[src/rtl/bpm_pkg.sv]
`default_nettype none
// ============================================================================
// Module      : bpm_pkg
// Description : Shared constants, reporter state encoding and the
//               double-dabble step used by the BPM UART reporter.
// Revision    : 1.0 - initial release
// ============================================================================
package bpm_pkg;

    localparam int DEFAULT_CLKS_PER_BIT = 16;

    localparam logic [7:0] ASCII_ZERO = 8'h30;
    localparam logic [7:0] ASCII_CR   = 8'h0D;
    localparam logic [7:0] ASCII_LF   = 8'h0A;

    typedef enum logic [2:0] {
        ST_IDLE    = 3'd0,
        ST_CONVERT = 3'd1,
        ST_START   = 3'd2,
        ST_DATA    = 3'd3,
        ST_STOP    = 3'd4
    } rpt_state_t;

    // One double-dabble iteration: add 3 to every BCD digit >= 5, then shift
    // the next binary bit in at the bottom.
    function automatic logic [11:0] dabble_step(input logic [11:0] bcd,
                                                input logic        in_bit);
        logic [11:0] adj;
        adj = bcd;
        for (int i = 0; i < 3; i++) begin
            if (adj[i*4 +: 4] >= 4'd5) begin
                adj[i*4 +: 4] = adj[i*4 +: 4] + 4'd3;
            end
        end
        return {adj[10:0], in_bit};
    endfunction

endpackage
`default_nettype wire

[src/rtl/uart_tx_byte.sv]
`default_nettype none
// ============================================================================
// Module      : uart_tx_byte
// Description : 8N1 byte serializer. A start request is accepted while the
//               line is idle or during the final cycle of a stop bit, so
//               characters can be chained with no idle gap.
// Revision    : 1.0 - initial release
// ============================================================================
module uart_tx_byte #(
    parameter int CLKS_PER_BIT = bpm_pkg::DEFAULT_CLKS_PER_BIT
) (
    input  logic       clk,
    input  logic       rst,
    input  logic       start,
    input  logic [7:0] data,
    output logic       tx,
    output logic       ready,
    output logic       done
);

    localparam int              c_TW       = (CLKS_PER_BIT > 1) ? $clog2(CLKS_PER_BIT) : 1;
    localparam logic [c_TW-1:0] c_BIT_LAST = c_TW'(CLKS_PER_BIT - 1);

    logic            r_active;
    logic [c_TW-1:0] r_timer;
    logic [3:0]      r_bit_idx;
    logic [7:0]      r_shift;
    logic            r_tx;
    logic            r_done;
    logic            w_bit_end;
    logic            w_stop_end;

    // Bit boundary decode; w_stop_end marks the last cycle of the stop bit.
    always_comb begin
        w_bit_end  = (r_timer == c_BIT_LAST);
        w_stop_end = r_active && w_bit_end && (r_bit_idx == 4'd9);
    end

    assign ready = !r_active || w_stop_end;
    assign tx    = r_tx;
    assign done  = r_done;

    // Bit sequencing: index 0 is the start bit, 1..8 data LSB first, 9 stop.
    always_ff @(posedge clk or posedge rst) begin
        if (rst) begin
            r_active  <= 1'b0;
            r_timer   <= '0;
            r_bit_idx <= 4'd0;
            r_shift   <= 8'd0;
            r_tx      <= 1'b1;
            r_done    <= 1'b0;
        end else begin
            r_done <= 1'b0;
            if (start && ready) begin
                r_active  <= 1'b1;
                r_timer   <= '0;
                r_bit_idx <= 4'd0;
                r_shift   <= data;
                r_tx      <= 1'b0;
            end else if (r_active) begin
                if (w_bit_end) begin
                    r_timer <= '0;
                    if (r_bit_idx == 4'd9) begin
                        r_active  <= 1'b0;
                        r_bit_idx <= 4'd0;
                        r_tx      <= 1'b1;
                    end else begin
                        r_bit_idx <= r_bit_idx + 4'd1;
                        if (r_bit_idx == 4'd8) begin
                            // Payload finished; the stop bit begins now.
                            r_tx   <= 1'b1;
                            r_done <= 1'b1;
                        end else begin
                            r_tx    <= r_shift[0];
                            r_shift <= {1'b0, r_shift[7:1]};
                        end
                    end
                end else begin
                    r_timer <= r_timer + 1'b1;
                end
            end
        end
    end

endmodule
`default_nettype wire

[src/rtl/bpm_uart_reporter.sv]
`default_nettype none
// ============================================================================
// Module      : bpm_uart_reporter
// Description : Accepts a BPM result over the valid/copied handshake,
//               converts it to three ASCII decimal digits and sends them
//               (optionally followed by CR LF) as UART 8N1.
// Revision    : 1.0 - initial release
// ============================================================================
module bpm_uart_reporter #(
    parameter int CLKS_PER_BIT = bpm_pkg::DEFAULT_CLKS_PER_BIT,
    parameter int SEND_CRLF    = 1
) (
    input  logic       clk,
    input  logic       rst,
    input  logic       en,
    input  logic [7:0] bpm_value,
    input  logic       bpm_valid,
    output logic       bpm_copied,
    output logic       uart_tx,
    output logic       busy,
    output logic       frame_done
);

    import bpm_pkg::*;

    localparam int         c_NUM_CHARS = (SEND_CRLF != 0) ? 5 : 3;
    localparam logic [2:0] c_LAST_CHAR = 3'(c_NUM_CHARS - 1);

    rpt_state_t  r_state;
    logic [7:0]  r_shadow;
    logic [11:0] r_bcd;
    logic [2:0]  r_conv_cnt;
    logic [2:0]  r_char_idx;
    logic        r_bpm_copied;
    logic        r_busy;
    logic        r_frame_done;

    logic        w_start;
    logic        w_ready;
    logic        w_done;
    logic        w_tx;
    logic [2:0]  w_send_idx;
    logic [7:0]  w_char;

    // Character selection; in STOP the next character is presented so it can
    // be chained onto the final cycle of the current stop bit.
    always_comb begin
        w_send_idx = r_char_idx;
        if (r_state == ST_STOP) begin
            w_send_idx = r_char_idx + 3'd1;
        end
        w_start = (r_state == ST_START) ||
                  ((r_state == ST_STOP) && w_ready && (r_char_idx != c_LAST_CHAR));
        case (w_send_idx)
            3'd0:    w_char = ASCII_ZERO + {4'd0, r_bcd[11:8]};
            3'd1:    w_char = ASCII_ZERO + {4'd0, r_bcd[7:4]};
            3'd2:    w_char = ASCII_ZERO + {4'd0, r_bcd[3:0]};
            3'd3:    w_char = ASCII_CR;
            default: w_char = ASCII_LF;
        endcase
    end

    uart_tx_byte #(
        .CLKS_PER_BIT (CLKS_PER_BIT)
    ) u_tx (
        .clk   (clk),
        .rst   (rst),
        .start (w_start),
        .data  (w_char),
        .tx    (w_tx),
        .ready (w_ready),
        .done  (w_done)
    );

    // Handshake, conversion and character sequencing.
    always_ff @(posedge clk or posedge rst) begin
        if (rst) begin
            r_state      <= ST_IDLE;
            r_shadow     <= 8'd0;
            r_bcd        <= 12'd0;
            r_conv_cnt   <= 3'd0;
            r_char_idx   <= 3'd0;
            r_bpm_copied <= 1'b0;
            r_busy       <= 1'b0;
            r_frame_done <= 1'b0;
        end else begin
            r_bpm_copied <= 1'b0;
            r_frame_done <= 1'b0;
            case (r_state)
                ST_IDLE: begin
                    if (en && bpm_valid) begin
                        r_shadow     <= bpm_value;
                        r_bcd        <= 12'd0;
                        r_conv_cnt   <= 3'd0;
                        r_char_idx   <= 3'd0;
                        r_bpm_copied <= 1'b1;
                        r_busy       <= 1'b1;
                        r_state      <= ST_CONVERT;
                    end
                end
                ST_CONVERT: begin
                    // The shadow doubles as the shift source; only its BCD
                    // image is needed once conversion starts.
                    r_bcd      <= dabble_step(r_bcd, r_shadow[7]);
                    r_shadow   <= {r_shadow[6:0], 1'b0};
                    r_conv_cnt <= r_conv_cnt + 3'd1;
                    if (r_conv_cnt == 3'd7) begin
                        r_state <= ST_START;
                    end
                end
                ST_START: begin
                    // Serializer is idle here, so the first character is
                    // accepted on this edge.
                    r_state <= ST_DATA;
                end
                ST_DATA: begin
                    if (w_done) begin
                        r_state <= ST_STOP;
                    end
                end
                ST_STOP: begin
                    if (w_ready) begin
                        if (r_char_idx == c_LAST_CHAR) begin
                            r_char_idx   <= 3'd0;
                            r_busy       <= 1'b0;
                            r_frame_done <= 1'b1;
                            r_state      <= ST_IDLE;
                        end else begin
                            // Next start bit was launched on this edge.
                            r_char_idx <= r_char_idx + 3'd1;
                            r_state    <= ST_DATA;
                        end
                    end
                end
                default: r_state <= ST_IDLE;
            endcase
        end
    end

    assign bpm_copied = r_bpm_copied;
    assign busy       = r_busy;
    assign frame_done = r_frame_done;
    assign uart_tx    = w_tx;

endmodule
`default_nettype wire
[config.mk]
export PLATFORM = sky130hd
export DESIGN_NAME = bpm_uart_reporter
export DESIGN_NICKNAME = d
export VERILOG_FILES = /design/src/rtl/bpm_pkg.sv /design/src/rtl/uart_tx_byte.sv /design/src/rtl/bpm_uart_reporter.sv
export SDC_FILE = /design/constraint.sdc
export NUM_CORES = 1
export LEC_CHECK = 0
export CORE_ASPECT_RATIO = 0.5
export CORE_MARGIN = 10
export CORE_UTILIZATION = 35
export DETAILED_ROUTE_END_ITERATION = 10
export GPL_TIMING_DRIVEN = 0
export MAX_ROUTING_LAYER = met4
export PLACE_DENSITY = 0.54
export SYNTH_ARGS = -nofsm -noshare
export SYNTH_HDL_FRONTEND = slang
export SYNTH_SLANG_ARGS = --single-unit
[constraint.sdc]
create_clock -name clk -period 2.8 [get_ports clk]
set_input_delay 0.28 -clock clk [delete_from_list [all_inputs] [get_ports clk]]
set_output_delay 0.28 -clock clk [all_outputs]
set_load 0.05 [all_outputs]
; ---- Word level (Yosys, flattened, before mapping)
; Index checks and enable logic that the tools add are counted.
[classes]
addsub = 10
order_cmp = 3
eq_ne = 20
muxes = 55
n_reduce_logical = 21
[op_table]
columns = operator, n
row1 = $mux 8, 6
row2 = $mux 4, 9
row3 = $pmux 7 s4, 1
row4 = $mux 3, 9
row5 = $pmux 12 s2, 1
row6 = $mux 1, 22
row7 = $add 6x4->7 const A, 3
row8 = $pmux 8 s2, 1
row9 = $pmux 3 s5, 1
row10 = $eq 3x2->1 const B, 4
row11 = $eq 4x4->1 const B, 3
row12 = $ge 4x3->1 const B, 3
row13 = $mux 12, 1
row14 = $pmux 3 s2, 2
row15 = $reduce_and 4->1, 3
row16 = $ne 2x1->1 const B, 5
row17 = $eq 3x3->1 const B, 3
row18 = $add 4x1->4 const B, 2
row19 = $add 4x2->4 const B, 2
row20 = $reduce_bool 2->1, 4
row21 = $add 3x1->3 const B, 2
row22 = $eq 3x1->1 const B, 2
row23 = $logic_and 1x1->1, 6
row24 = $logic_not 3->1, 2
row25 = 9 further kinds, 12
[word_totals]
ff_bits = 51
wordCells = 123

; ---- Depth between registers and ports, before layout
[depth]
word_depth = 10
mapped_depth = 7
ltp_nobuf = 7

; ---- Modules after synthesis
; Synthesis repeated with hierarchy kept, for this count alone.
[unflattened]
cells_unflattened = 271
hier_area_um2 = 2856.5
[modules_own_cells]
columns = mod, instances, cells_each, area_each_um2
row1 = bpm_uart_reporter, 1, 182, 1858.0
row2 = uart_tx_byte, 1, 89, 998.5

; ---- Worst setup path before layout
; No wires, ideal clock.
[synth_timing]
path_kind = register to register
start = register r_char_idx[0]
end = register u_tx.r_shift[3]
setup_time_ps = 133
arrival_time_ps = 1886
required_time_ps = 2667
slack_ps = 781
path_stages_with_launch = 8
path_buffers = 0
path_cell_list = dfrtp_1 -> inv_1 -> ha_1 -> a21oi_1 -> a21boi_0 -> a2111o_1 -> a2111oi_0 -> o2bb2ai_1
[synth_between]
elab_chain_len = 6
word_cells_on_any_way = 17
[synth_rtl]
columns = element, line
row1 = start: declaration, bpm_uart_reporter.sv:33  ; logic [2:0] r_char_idx;
row2 = start signal: assignment, bpm_uart_reporter.sv:130  ; r_char_idx <= r_char_idx + 3'd1;
row3 = "parallel branches: the longest is 6 deep, another holds $add 3x1->3", --
row4 = end signal: assignment, uart_tx_byte.sv:58  ; r_shift <= data;
row5 = end signal: assignment, uart_tx_byte.sv:75  ; r_shift <= {1'b0, r_shift[7:1]};
row6 = end: declaration, uart_tx_byte.sv:27  ; logic [7:0] r_shift;
; Parallel ways; which one is timed is not known.
; A chain may end at the register's enable or synchronous reset.

; ---- Worst setup path in the final report
[layout_timing]
start = register r_char_idx[0]
end = register u_tx.r_shift[0]
; Same word-level chain as after synthesis.

==> insert_results.sql <==
INSERT INTO impl_metrics (metric_group, metric, value, unit) VALUES
('run_status', 'result_of_the_run', 'finished clean', ''),
('worst_setup_path', 'worst_setup_ep_type', 'flip-flop', ''),
('worst_setup_path', 'worst_r2r_path_depth', '7', ''),
('global_routing', 'grt_use_met3', '2.16', '%'),
('logic_synthesis', 'synthDominantAreaCellType', 'sky130_fd_sc_hd__dfrtp_1', ''),
('timing', 'layout_setup_ws', '0.301', 'ns'),
('layout', 'layout.cells.most_common', 'sky130_fd_sc_hd__dfrtp_1', ''),
('clocking', 'cts-root-buf', 'sky130_fd_sc_hd__clkbuf_16', ''),
('floorplanning', 'floorplan.die.height', '82.3', 'um'),
('clocking', 'ctsResizeCount', '0', ''),
('layout', 'syn2layout_area_growth', '17.0', '%'),
('timing', 'fin_crit_sh', '89.2', '%'),
('timing', 'period_minus_slack', '2.50', 'ns'),
('logic_synthesis', 'synth_largest_type_area_fraction', '44.2', '%'),
('place', 'dp_hpwl', '4360', 'um'),
('clocking', 'cts_inserted_buffers', '5', ''),
('logic_synthesis', 'synth_seq_area_share', '45.2', '%'),
('floorplanning', 'floorplan_die_area', '11900', 'sq um'),
('worst_setup_path', 'worstSetupStartpoint', 'r_char_idx[0]', ''),
('logic_synthesis', 'syn_area_per_cell', '9.63', 'sq um'),
('detailed_routing', 'vias', '2155', ''),
('logic_synthesis', 'synth.lib_cells_used.distinct', '53', ''),
('place', 'numPortBuffers', '15', ''),
('timing', 'timing.fmax', '400', 'MHz'),
('global_routing', 'most_used_routing_layer_in_global_routing', 'met2', ''),
('worst_setup_path', 'crit_fanout', '9', ''),
('worst_setup_path', 'cp-start-kind', 'flip-flop', ''),
('place', 'place_worst_setup_slack', '0.360', 'ns'),
('clocking', 'buffers_from_clock_root_to_sink_at_most', '2', ''),
('floorplanning', 'floorplan.initialDensity', '36.5', '%'),
('logic_synthesis', 'synth-async-reset-ratio', '100', '%'),
('layout', 'finish.net_count', '331', ''),
('logic_synthesis', 'yosys_register_bits', '49', ''),
('clocking', 'cts.hold.buffers_added', '0', ''),
('detailed_routing', 'finalWirelength', '6020', 'um'),
('detailed_routing', 'detail_route.vias_per_cell', '5.36', ''),
('detailed_routing', 'drt-initial-drc-count', '130', ''),
('power', 'power_density', '462', 'nW/um^2'),
('clocking', 'cts_post_setup_buffers_inserted', '0', ''),
('detailed_routing', 'detail-route-antenna-nets', '0', ''),
('clocking', 'insertion_delay', '0.29', 'ns'),
('global_routing', 'vias_in_the_first_global_route', '2173', ''),
('logic_synthesis', 'ys_dominant_reg_cell', 'sky130_fd_sc_hd__dfrtp_1', ''),
('layout', 'antenna_cells', '0', ''),
('timing', 'final_max_slew_violation_count', '0', ''),
('logic_synthesis', 'yosysWarnings', '0', ''),
('worst_setup_path', 'required', '2.98', 'ns'),
('timing', 'hold_violations', '0', ''),
('place', 'place.gp.congestion', '0.814', ''),
('worst_setup_path', 'setup.worst_path.class', 'flip-flop to flip-flop', ''),
('global_routing', 'initial_antenna_violation_count', '0', ''),
('power', 'leakage', '1.41', 'nW'),
('floorplanning', 'fp.dieW', '145', 'um'),
('hold_path', 'min_path_type', 'input port to async pin', ''),
('floorplanning', 'placement_rows', '22', ''),
('logic_synthesis', 'netlist_area', '2720', 'sq um'),
('floorplanning', 'io-pin-count', '16', ''),
('layout', 'share_of_post_route_cells_with_drive_strength_above_1', '8.17', '%'),
('global_routing', 'gr-total-overflow', '0', ''),
('worst_setup_path', 'critical_path_arrival', '2.68', 'ns'),
('detailed_routing', 'avgRoutedWirePerCell', '15.0', 'um'),
('detailed_routing', 'drt-pass1-iter-count', '4', ''),
('global_routing', 'grtUsageTotal', '11.4', '%'),
('layout', 'highest_count_cells_in_the_layout_ignoring_fill_and_taps', 'sky130_fd_sc_hd__dfrtp_1, sky130_fd_sc_hd__nor2_1, sky130_fd_sc_hd__o21ai_0, sky130_fd_sc_hd__nand2_1, sky130_fd_sc_hd__inv_1', ''),
('timing', 'rsz0062_at_grt', 'no', ''),
('clocking', 'clk_pin_slew_worst_paths', '0.06', 'ns'),
('timing', 'setup_viol_count_final', '0', ''),
('clocking', 'cts_tree', 'built', ''),
('power', 'ir_drop', '191', 'uV'),
('run', 'maxCapViolCount', '0', ''),
('worst_setup_path', 'regToRegStartpoint', 'r_char_idx[0]', '');
## per-stage QoR
stage,std cells,hold slack [ns],power (mW),instance area (sq um),util (%)
floorplan,282,0.385,0.749,2720,-
global placement,393,0.462,0.773,2990,40.2
detailed placement,394,0.474,0.778,3010,40.5
CTS,402,0.355,1.49,3180,42.8
global route,402,0.400,1.53,3180,42.8
finish,402,0.335,1.47,3180,42.8
## layer usage
layer | vias to the layer above | part of all wire, %
met1 | 1068 | 50
met2 | 20 | 46
met5 | - | 0
met4 | 0 | 1.9
li1 | 1060 | -
met3 | 7 | 2.3
## final timing paths
| check | endpoint | slack, ns |
|---|---|---|
| max | u_tx.r_shift[0] | 0.30 |
| min | r_state[0] | 0.33 |
| max reg2reg | u_tx.r_shift[0] | 0.30 |
| min reg2reg | u_tx.r_shift[5] | 0.49 |
| max in group asynchronous | r_bcd[11] | 1.94 |
| min in group clk | u_tx.r_shift[5] | 0.49 |
## worst max-delay path, cell delays in order, from the launching register on
cell and delay [ns]:
sky130_fd_sc_hd__dfrtp_1 0.48, sky130_fd_sc_hd__inv_1 0.15, sky130_fd_sc_hd__ha_1 0.27, sky130_fd_sc_hd__a21oi_1 0.15
sky130_fd_sc_hd__a21boi_0 0.22, sky130_fd_sc_hd__nor3_2 0.58, sky130_fd_sc_hd__o32ai_1 0.21, sky130_fd_sc_hd__mux2_1 0.31
## report_power, final
part	internal [mW]	total [mW]	switching [mW]
sequential	0.710	0.712	0.00247
combinational	0.0233	0.0511	0.0278
clock	0.446	0.707	0.260
total	1.18	1.47	0.291
## state kept, by name (all words and copies together), names as in the netlist
signal	flops
bpm_copied	1
busy	1
frame_done	1
r_bcd	12
r_char_idx	3
r_conv_cnt	3
r_shadow	8
r_state	3
u_tx.done	1
u_tx.r_active	1
u_tx.r_bit_idx	4
u_tx.r_shift	6
u_tx.r_timer	4
u_tx.tx	1
## logic make-up (layout without fill, tap and decap cells)
kind of cell	after synthesis	after routing	share of synthesized area, %
DFF	49	49	45.2
xor gates and xnor gates	4	4	1.29
buffers and inverters	31	55	4.93
AOI/OAI and AO/OA	79	79	19.9
muxes	13	13	5.07
adders and majority gates	14	14	6.45
and+or+nand+nor	92	92	17.2
## synth_stat cells (2+ instances only)
library cell and count:
sky130_fd_sc_hd__nand2b_1 5, sky130_fd_sc_hd__clkbuf_1 6, sky130_fd_sc_hd__mux2_2 4, sky130_fd_sc_hd__buf_2 2, sky130_fd_sc_hd__nand3_1 17, sky130_fd_sc_hd__nor2_1 29, sky130_fd_sc_hd__o22ai_1 14, sky130_fd_sc_hd__a31oi_1 2
sky130_fd_sc_hd__o31ai_1 5, sky130_fd_sc_hd__dfrtp_1 48, sky130_fd_sc_hd__a32o_1 3, sky130_fd_sc_hd__nor2b_1 6, sky130_fd_sc_hd__mux2i_1 7, sky130_fd_sc_hd__o21ai_0 20, sky130_fd_sc_hd__a22o_1 3, sky130_fd_sc_hd__inv_1 19
sky130_fd_sc_hd__mux2_1 2, sky130_fd_sc_hd__o2bb2ai_1 2, sky130_fd_sc_hd__xnor2_1 3, sky130_fd_sc_hd__and3b_1 2, sky130_fd_sc_hd__nor3b_1 2, sky130_fd_sc_hd__ha_1 14, sky130_fd_sc_hd__a21oi_1 12, sky130_fd_sc_hd__o32ai_1 4
sky130_fd_sc_hd__a21o_1 3, sky130_fd_sc_hd__buf_6 2, sky130_fd_sc_hd__nand2_2 2, sky130_fd_sc_hd__nand2_1 19
## cell type report
type	instances	area [sq um]
clock buffers	7	143
well taps	96	120
plain buffers	11	58.8
fillers	733	4250
repair buffers	16	170
inverters	20	75.1
flip-flops and latches	49	1230
clock inverters	1	30.0
multi-input cells	202	1360
(Power assumes the default switching activity.)
